==> config.mk <==
export PLATFORM = sky130hd
export DESIGN_NAME = zkn_crypto_pipe
export DESIGN_NICKNAME = d
export VERILOG_FILES = /design/src/rtl/zkn_crypto_pipe.sv
export SDC_FILE = /design/constraint.sdc
export NUM_CORES = 2
export LEC_CHECK = 0
export CORE_AREA = 10 10 321 323
export CTS_BUF_LIST = sky130_fd_sc_hd__clkbuf_4 sky130_fd_sc_hd__clkbuf_8
export CTS_CLUSTER_DIAMETER = 80
export CTS_CLUSTER_SIZE = 8
export DETAILED_ROUTE_END_ITERATION = 10
export DIE_AREA = 0 0 331 333
export SYNTH_ARGS = -nofsm -noshare
export SYNTH_HDL_FRONTEND = slang
export SYNTH_SLANG_ARGS = --single-unit
export TNS_END_PERCENT = 20
==> constraint.sdc <==
create_clock -name clk_i -period 6.9 [get_ports clk_i]
set_input_delay 1.38 -clock clk_i [delete_from_list [all_inputs] [get_ports clk_i]]
set_output_delay 1.38 -clock clk_i [all_outputs]
set_load 0.03 [all_outputs]
==> src/rtl/zkn_crypto_pipe.sv <==
// Pipelined scalar-crypto unit: AES32 byte-slice ops and SHA-256 sigma/sum ops
// with configurable latency, global stall, flush and illegal-op reporting.
module zkn_crypto_pipe #(
    parameter int LATENCY       = 2,
    parameter int TRANS_ID_BITS = 3,
    parameter int ENABLE_AES    = 1,
    parameter int ENABLE_SHA    = 1
) (
    input  logic                     clk_i,
    input  logic                     rst_i,
    input  logic                     flush_i,
    input  logic                     valid_i,
    output logic                     ready_o,
    input  logic [2:0]               op_i,
    input  logic [1:0]               bs_i,
    input  logic [31:0]              rs1_i,
    input  logic [31:0]              rs2_i,
    input  logic [TRANS_ID_BITS-1:0] trans_id_i,
    output logic                     result_valid_o,
    input  logic                     result_ready_i,
    output logic [31:0]              result_o,
    output logic [TRANS_ID_BITS-1:0] trans_id_o,
    output logic                     exception_o,
    output logic [2:0]               inflight_o
);

    localparam int LAST = LATENCY - 1;

    function automatic logic [7:0] xtime(input logic [7:0] a);
        return {a[6:0], 1'b0} ^ (a[7] ? 8'h1B : 8'h00);
    endfunction

    function automatic logic [7:0] gmul(input logic [7:0] a, input logic [7:0] b);
        logic [7:0] r;
        logic [7:0] p;
        r = '0;
        p = a;
        for (int i = 0; i < 8; i++) begin
            if (b[i]) r = r ^ p;
            p = xtime(p);
        end
        return r;
    endfunction

    // Multiplicative inverse as x^254 (maps 0 to 0, as the S-box requires)
    function automatic logic [7:0] ginv(input logic [7:0] x);
        logic [7:0] p;
        logic [7:0] r;
        p = x;
        r = 8'h01;
        for (int i = 1; i < 8; i++) begin
            p = gmul(p, p);
            r = gmul(r, p);
        end
        return r;
    endfunction

    function automatic logic [7:0] rol8(input logic [7:0] v, input int unsigned n);
        return (v << n) | (v >> (8 - n));
    endfunction

    function automatic logic [7:0] sbox(input logic [7:0] x);
        logic [7:0] b;
        b = ginv(x);
        return b ^ rol8(b, 1) ^ rol8(b, 2) ^ rol8(b, 3) ^ rol8(b, 4) ^ 8'h63;
    endfunction

    function automatic logic [7:0] inv_sbox(input logic [7:0] s);
        return ginv(rol8(s, 1) ^ rol8(s, 3) ^ rol8(s, 6) ^ 8'h05);
    endfunction

    function automatic logic [31:0] ror32(input logic [31:0] v, input int unsigned n);
        return (v >> n) | (v << (32 - n));
    endfunction

    function automatic logic [31:0] rot_bytes(input logic [31:0] v, input logic [1:0] bs);
        case (bs)
            2'd0:    return v;
            2'd1:    return {v[23:0], v[31:24]};
            2'd2:    return {v[15:0], v[31:16]};
            default: return {v[7:0], v[31:8]};
        endcase
    endfunction

    logic [LATENCY-1:0]       vld_p;
    logic [LATENCY-1:0]       exc_p;
    logic [TRANS_ID_BITS-1:0] tag_p  [LATENCY];
    logic [31:0]              data_p [LATENCY];

    logic        advance;
    logic        accept;
    logic [7:0]  x;
    logic [7:0]  s;
    logic [7:0]  t;
    logic [31:0] u;
    logic [31:0] sha;
    logic [31:0] aes_res;
    logic [31:0] calc_data;
    logic        calc_exc;

    assign advance = !(vld_p[LAST] && !result_ready_i) && !flush_i;
    assign ready_o = advance;
    assign accept  = valid_i && advance;

    // Stage 1 input: all arithmetic happens here, later stages only delay it
    always_comb begin
        x   = rs2_i[{bs_i, 3'b000} +: 8];
        s   = sbox(x);
        t   = inv_sbox(x);
        u   = '0;
        sha = '0;
        case (op_i)
            3'd0: u = {24'h0, s};
            3'd1: u = {xtime(s) ^ s, s, s, xtime(s)};
            3'd2: u = {24'h0, t};
            3'd3: u = {gmul(t, 8'h0B), gmul(t, 8'h0D), gmul(t, 8'h09), gmul(t, 8'h0E)};
            3'd4: sha = ror32(rs1_i, 7) ^ ror32(rs1_i, 18) ^ (rs1_i >> 3);
            3'd5: sha = ror32(rs1_i, 17) ^ ror32(rs1_i, 19) ^ (rs1_i >> 10);
            3'd6: sha = ror32(rs1_i, 2) ^ ror32(rs1_i, 13) ^ ror32(rs1_i, 22);
            3'd7: sha = ror32(rs1_i, 6) ^ ror32(rs1_i, 11) ^ ror32(rs1_i, 25);
        endcase
        aes_res = rs1_i ^ rot_bytes(u, bs_i);
        if (!op_i[2]) begin
            calc_exc  = (ENABLE_AES == 0);
            calc_data = calc_exc ? 32'h0 : aes_res;
        end else begin
            calc_exc  = (ENABLE_SHA == 0);
            calc_data = calc_exc ? 32'h0 : sha;
        end
    end

    // Stage registers 1..LATENCY; a flush only drops the valid bits
    always_ff @(posedge clk_i or posedge rst_i) begin
        if (rst_i) begin
            vld_p <= '0;
            exc_p <= '0;
            for (int i = 0; i < LATENCY; i++) begin
                tag_p[i]  <= '0;
                data_p[i] <= '0;
            end
        end else if (flush_i) begin
            vld_p <= '0;
        end else if (advance) begin
            vld_p[0]  <= accept;
            exc_p[0]  <= calc_exc;
            tag_p[0]  <= trans_id_i;
            data_p[0] <= calc_data;
            for (int i = 1; i < LATENCY; i++) begin
                vld_p[i]  <= vld_p[i-1];
                exc_p[i]  <= exc_p[i-1];
                tag_p[i]  <= tag_p[i-1];
                data_p[i] <= data_p[i-1];
            end
        end
    end

    // Output stage
    assign result_valid_o = vld_p[LAST] && !flush_i;
    assign result_o       = data_p[LAST];
    assign trans_id_o     = tag_p[LAST];
    assign exception_o    = exc_p[LAST] && result_valid_o;

    always_comb begin
        inflight_o = '0;
        for (int i = 0; i < LATENCY; i++) begin
            inflight_o = inflight_o + {2'b00, vld_p[i]};
        end
    end

endmodule

Word-level counts from Yosys, hierarchy flattened
Cells that the tools add are included.
{"block": "op_classes", "add_sub_neg": 1, "eq_ne": 9, "shifts": 1, "muxes": 421, "n_bitwise": 425, "reduce_logical": 11}
{"cell": "$mux W8", "count": 215}
{"cell": "$xor A8 B8 Y8", "count": 196}
{"cell": "$xor A8 B5 Y8", "count": 186}
{"cell": "$mux W5", "count": 188}
{"cell": "$pmux W32 S4", "count": 2}
{"cell": "$xor A32 B32 Y32", "count": 7}
{"cell": "$pmux W32 S3", "count": 1}
{"cell": "$mux W32", "count": 1}
{"cell": "$or A10 B32 Y32", "count": 1}
{"cell": "$or A13 B32 Y32", "count": 1}
{"cell": "$or A14 B32 Y32", "count": 1}
{"cell": "$or A15 B32 Y32", "count": 1}
{"cell": "$or A19 B32 Y32", "count": 1}
{"cell": "$or A21 B32 Y32", "count": 1}
{"cell": "$or A25 B32 Y32", "count": 1}
{"cell": "$or A26 B32 Y32", "count": 1}
{"cell": "$or A30 B32 Y32", "count": 1}
{"cell": "$or A7 B32 Y32", "count": 1}
{"cell": "$shiftx A32 B6 Y8", "count": 1}
{"cell": "$xor A32 B22 Y32", "count": 1}
{"cell": "$xor A32 B29 Y32", "count": 1}
{"cell": "$or A8 B1 Y8", "count": 2}
{"cell": "$or A8 B3 Y8", "count": 2}
{"cell": "$mux W7", "count": 2}
{"cell": "other kinds (24)", "count": 53}
{"block": "totals", "register_bits": 72, "output_inout_bits": 41, "elab_cells": 873}

Longest topological paths before layout
{"block": "depth", "ltp_word": 142, "depth_mapped": 77, "depth_no_buf": 61}

Worst setup path after synthesis
OpenSTA, ideal clock, no wires.
{"block": "synth_timing", "path_kind": "input to register", "start": "in bs_i[0]", "end": "reg data_p[43] (netlist bit)", "setup_ps": 122, "t_arrival_ps": 18079, "required_ps": 6778, "path_slack_ps": -11300, "stages": 72, "path_buffers": 14, "cell_sequence": "buf_6 -> mux4_2 -> buf_4 -> xor3_1 -> buf_2 -> ha_1 -> clkbuf_1 -> nand2_1 -> xnor2_1 -> inv_2 -> buf_2 -> ha_1 -> buf_2 -> nand2_1 -> xor2_1 -> xnor2_2 -> inv_2 -> buf_1 -> [36 not listed] -> buf_4 -> a21oi_1 -> o41ai_1 -> a21o_1 -> a21oi_1 -> or3_1 -> a21oi_1 -> nor3_1 -> buf_2 -> o2111a_1 -> nor4_2 -> xor2_2 -> xnor3_1 -> or3_1 -> o2111a_1 -> xor2_1 -> nand2_1 -> a32o_1"}
{"block": "synth_via", "elab_chain_len": 138}
{"element": "start, declared", "line_no": "15", "source": "input logic [1:0] bs_i,"}
{"element": "$shiftx A32 B6 Y8", "line_no": "107", "source": "x = rs2_i[{bs_i, 3'b000} +: 8];"}
{"element": "$or A8 B1 Y8 / $or A8 B3 Y8 (equally long branches)", "line_no": "59", "source": "return (v << n) | (v >> (8 - n));"}
{"element": "$xor A8 B8 Y8 (2 in series)", "line_no": "69", "source": "return ginv(rol8(s, 1) ^ rol8(s, 3) ^ rol8(s, 6) ^ 8'h05);"}
{"element": "$mux W5 / $not A2 Y2 (equally long branches)"}
{"element": "$xor A8 B5 Y8 / $mux W8 (equally long branches)", "line_no": "30, 39"}
{"element": "$xor A8 B8 Y8", "line_no": "39", "source": "if (b[i]) r = r ^ p;"}
{"element": "$mux W8", "line_no": "39"}
{"element": "$xor A8 B8 Y8", "line_no": "39"}
{"element": "[121 not listed]"}
{"element": "$xor A8 B5 Y8 / $mux W8 (equally long branches)", "line_no": "30, 112"}
{"element": "$xor A8 B8 Y8", "line_no": "39"}
{"element": "$mux W8", "line_no": "112", "source": "case (op_i)"}
{"element": "$xor A8 B8 Y8", "line_no": "39"}
{"element": "$pmux W32 S4", "line_no": "112"}
{"element": "$pmux W32 S3 (*)", "line_no": "77", "source": "case (bs)"}
{"element": "$xor A32 B32 Y32 (*)", "line_no": "122", "source": "aes_res = rs1_i ^ rot_bytes(u, bs_i);"}
{"element": "$mux W32 (*)", "line_no": "123", "source": "if (!op_i[2]) begin"}
{"element": "end signal, assigned by index", "line_no": "152", "source": "data_p[i] <= data_p[i-1];"}
{"element": "end, declared", "line_no": "88", "source": "logic [31:0] data_p [LATENCY];"}
Mark *: on every way between the ends. The rest lies on a longest branch, timed or not. The select of a mux whose other input is x is not followed.
A chain may end at the register's enable or synchronous reset.

Final worst setup path
{"block": "layout_timing", "start": "in rs2_i[26]", "end": "reg data_p[46] (netlist bit)"}
{"block": "layout_via", "elab_chain_len": 137}
{"element": "start, declared", "line_no": "17", "source": "input logic [31:0] rs2_i,"}
{"element": "$shiftx A32 B6 Y8 (*)", "line_no": "107"}
{"element": "$or A8 B6 Y8", "line_no": "59"}
{"element": "$xor A8 B8 Y8", "line_no": "69"}
{"element": "$not A2 Y2 (no source line)"}
{"element": "$mux W8", "line_no": "39"}
{"element": "$xor A8 B8 Y8", "line_no": "39"}
{"element": "$mux W8", "line_no": "39"}
{"element": "$xor A8 B8 Y8", "line_no": "39"}
{"element": "[120 not listed]"}
{"element": "$xor A8 B5 Y8 (2 in series)", "line_no": "30", "source": "return {a[6:0], 1'b0} ^ (a[7] ? 8'h1B : 8'h00);"}
{"element": "$xor A8 B8 Y8", "line_no": "39"}
{"element": "$mux W8", "line_no": "112"}
{"element": "$xor A8 B8 Y8", "line_no": "39"}
{"element": "$pmux W32 S4 (*)", "line_no": "112"}
{"element": "$pmux W32 S3 (*)", "line_no": "77"}
{"element": "$xor A32 B32 Y32 (*)", "line_no": "122"}
{"element": "$mux W32 (*)", "line_no": "123"}
Marks and branches as above.

==> out/summary.log <==
INFO  finish         ratio_of_cells_with_drive_above_1_in_the_final_layout=33.2%
INFO  placement      final_gp_congestion=0.930
INFO  clock_network  clkSlewWorstSetupHoldPaths=0.09ns
INFO  detailed_routing post_drt_wl_per_cell=17.9um
INFO  logic_synthesis post_synth_instance_area=38400um2
INFO  worst_setup_path worst-endpoint-required=7.15ns
INFO  clock_network  clock_tree.htree_level_count=3
INFO  clock_network  cts_root_buffer=sky130_fd_sc_hd__clkbuf_8
INFO  placement      placedCellCount=7222
INFO  worst_setup_path worst_r2r_path_depth=8
INFO  timing         rsz0062_at_grt=yes
INFO  global_routing initial_antenna_violation_count=4
INFO  logic_synthesis async_flop_share=100%
INFO  logic_synthesis synth_cell_types=120
INFO  run_status     outcome=complete, but fails checks
INFO  global_routing first_pass_grt_wire_length=207000um
INFO  timing         finalSetupViolations=32
INFO  finish         layout.nets=6166
INFO  logic_synthesis synth.ff_latch_count=72
INFO  logic_synthesis postSynthAreaPerCell=7.73um2
INFO  logic_synthesis yosysWarnings=0
INFO  detailed_routing drt_wl_total=132000um
INFO  floorplan      die_w=331um
INFO  placement      buffer_ports.inserted=115
INFO  timing         timing.max_slew.rel_slack=15.2%
INFO  worst_setup_path worstSetupStartpointType=input pin
INFO  floorplan      dieHeight=333um
INFO  detailed_routing detail-route-antenna-nets=0
INFO  floorplan      num_io_pins=118
INFO  global_routing first_global_vias=38400
INFO  clock_network  cts_buffer_depth=2
INFO  logic_synthesis post_synth_inst_count=4965
INFO  worst_setup_path critical_path_class=in -> reg
INFO  placement      pre_cts_ws=-10.33ns
INFO  hold_path      hp-class=reg -> reg
INFO  clock_network  tritoncts_clock_tree=built
INFO  flow_run       max-cap-violations=0
INFO  timing         worstMarginPinSlew=1.27ns
INFO  worst_setup_path worst_r2r_endpoint=data_p[40]
INFO  clock_network  cts-buffers-inserted=9
INFO  run_status     failed_checks=setup timing
INFO  global_routing grt_usage=22.6%
INFO  finish         most-common-layout-cells=1278 x sky130_fd_sc_hd__buf_4, 860 x sky130_fd_sc_hd__xnor2_1, 628 x sky130_fd_sc_hd__nor2_1
INFO  clock_network  worstSkewPairLatency=0.38ns
INFO  detailed_routing viasPerCell=5.37
INFO  floorplan      core_area=96300um2
INFO  placement      dp_hpwl=102000um
INFO  floorplan      floorplan.initialDensity=39.8%
INFO  timing         min_period=16.14ns
INFO  logic_synthesis yosys.area.top_type_share=22.1%
INFO  logic_synthesis synth_edf_count=0
INFO  worst_setup_path crit_path_max_fanout=7
INFO  timing         setup_tns=-291.01ns
INFO  logic_synthesis ys.flop_type=sky130_fd_sc_hd__dfrtp_1
INFO  worst_setup_path worst-endpoint-arrival=16.39ns
INFO  logic_synthesis synth_seq_area_share=4.70%
INFO  finish         post_layout_nonfiller_instances=7357
INFO  detailed_routing drt-pass1-iter-count=6
INFO  clock_network  sinks_on_clock_net=72
INFO  timing         largest_clock_skew_in_the_final_design=0.0235ns
INFO  clock_network  cts_hold_repair.buffers=0
INFO  hold_path      hold_critical_path_depth=2
INFO  detailed_routing vias=39500
INFO  worst_setup_path critical_path.max_stage_delay=0.52ns
INFO  timing         setup_slack=-9.24ns
INFO  global_routing global_route.overflow_total=0
INFO  worst_setup_path endpoint=data_p[46]
INFO  detailed_routing drc=0
INFO  global_routing largest_net_degree_at_the_start_of_global_routing=89
INFO  logic_synthesis synth_top_area_cell=sky130_fd_sc_hd__xnor2_1
INFO  finish         synthToLayoutAreaGrowth=39.0%
INFO  worst_setup_path worst-r2r-setup-slack=4.31ns
INFO  timing         maximum_clock_frequency=61.9MHz
INFO  detailed_routing drt_iter0_drc=2968
INFO  timing         fin_crit_sh=234%
INFO  timing         slew_viol_final=0
INFO  finish         most_common_cell_after_layout_fill_and_taps_aside=sky130_fd_sc_hd__buf_4
INFO  worst_setup_path regToRegStartpoint=vld_p[1]
INFO  logic_synthesis synth.area.top_cells=sky130_fd_sc_hd__xnor2_1 22%, sky130_fd_sc_hd__xnor3_1 8.0%, sky130_fd_sc_hd__xor2_1 7.5%
INFO  timing         final-hold-violation-count=0
INFO  finish         final_core_util=55.4%
INFO  floorplan      fp.dieArea=110000um2
INFO  floorplan      number_of_cell_rows=114
INFO  worst_setup_path worst_setup_path_startpoint=rs2_i[26]
INFO  worst_setup_path end_kind=flip-flop
INFO  worst_setup_path timing.critical_path.slowest_stage_cell=sky130_fd_sc_hd__mux4_2
[metal layers]
layer	global-route usage (%)	routed length [um]
met1	30.4	58400
met2	38.0	62500
met3	2.36	7560
met4	5.68	3220
met5	0	39
[synth_stat cells, types with 13 or more instances]
master                     instances
sky130_fd_sc_hd__nand2_1         530
sky130_fd_sc_hd__mux2_2           27
sky130_fd_sc_hd__nand2b_1         43
sky130_fd_sc_hd__nor2b_1          51
sky130_fd_sc_hd__a22oi_1          29
sky130_fd_sc_hd__a32oi_1          13
sky130_fd_sc_hd__xor2_2           30
sky130_fd_sc_hd__o21ai_0         194
sky130_fd_sc_hd__o21a_1           25
sky130_fd_sc_hd__inv_1            40
sky130_fd_sc_hd__o21ai_1          47
sky130_fd_sc_hd__o221ai_1         26
sky130_fd_sc_hd__nand3_1          85
sky130_fd_sc_hd__buf_1            53
sky130_fd_sc_hd__xnor2_4          42
sky130_fd_sc_hd__xnor3_1         136
sky130_fd_sc_hd__ha_1             14
sky130_fd_sc_hd__and3_1           22
sky130_fd_sc_hd__mux2i_1         137
sky130_fd_sc_hd__o31ai_1          27
sky130_fd_sc_hd__dfrtp_1          72
sky130_fd_sc_hd__xor2_1          327
sky130_fd_sc_hd__buf_4            62
sky130_fd_sc_hd__buf_6            13
sky130_fd_sc_hd__or3_1            29
sky130_fd_sc_hd__xnor3_2          24
sky130_fd_sc_hd__mux4_2           18
sky130_fd_sc_hd__xor3_1           13
sky130_fd_sc_hd__buf_2            83
sky130_fd_sc_hd__a221oi_1         32
sky130_fd_sc_hd__nand4_1          13
sky130_fd_sc_hd__o22ai_1          67
sky130_fd_sc_hd__xnor2_1         969
sky130_fd_sc_hd__nor2_1          637
sky130_fd_sc_hd__a211oi_1         41
sky130_fd_sc_hd__o211ai_1         41
sky130_fd_sc_hd__clkbuf_1        183
sky130_fd_sc_hd__and2_1           27
sky130_fd_sc_hd__a31oi_1          30
sky130_fd_sc_hd__a21oi_1         261
sky130_fd_sc_hd__xnor2_2          80
sky130_fd_sc_hd__nor3_1           98
[sequential cells by signal, indices dropped and copies added, names as in the netlist]
| register | count |
|---|---|
| data_p | 32 |
| result_o | 32 |
| trans_id_o | 3 |
| vld_p | 2 |
| tag_p | 3 |
[timing repair]
item	4_1_cts	5_1_grt
setup buffers	62	55
resized for setup	138	210
endpoints found under the setup margin	32	32
cloned	1	1
pin swaps	84	126
[through the flow]
step,hold slack (ns),instance area [um2]
floorplan,0.433,39200
global placement,0.447,50000
detailed placement,0.455,50000
CTS,0.475,51600
global route,0.500,53300
finish,0.474,53300
[layout make-up]
cell class	instances	area, um2
Antenna cell	1	2.50
Tap cell	1276	1600
Clock inverter	7	110
Clock buffer	9	124
Multi-Input combinational cell	4445	37100
Timing Repair Buffer	1493	12400
Sequential cell	72	1800
Fill cell	8744	43000
Inverter	54	205
[cell families after synthesis]
group | synth area share (%)
fa+ha+maj | 0.457
compound gates | 16.9
xor+xnor | 48.1
buf+inv | 5.57
mux | 5.79
other cells | 0.00978
simple gates | 18.4
flops | 4.70
[how the worst min path moves through the flow]
stage / startpoint / endpoint
6_report: data_p[58] / result_o[26]
5_1_grt: data_p[32] / result_o[0]
4_1_cts: data_p[58] / result_o[26]
3_5_place_dp: tag_p[5] / trans_id_o[2]
3_3_place_gp: tag_p[3] / trans_id_o[0]
2_1_floorplan: data_p[44] / result_o[12]
[worst max-delay path, delay by kind of cell]
kind            cells  cell delay (ns)
xor+xnor           37             9.39
compound gates      6             1.24
fa+ha+maj           2             0.56
mux                 5             1.14
buf+inv            13             2.15
simple gates        5             0.52
Power is not shown: default switching activity piles up to over one toggle a cycle in this logic, so the estimate is an artifact.
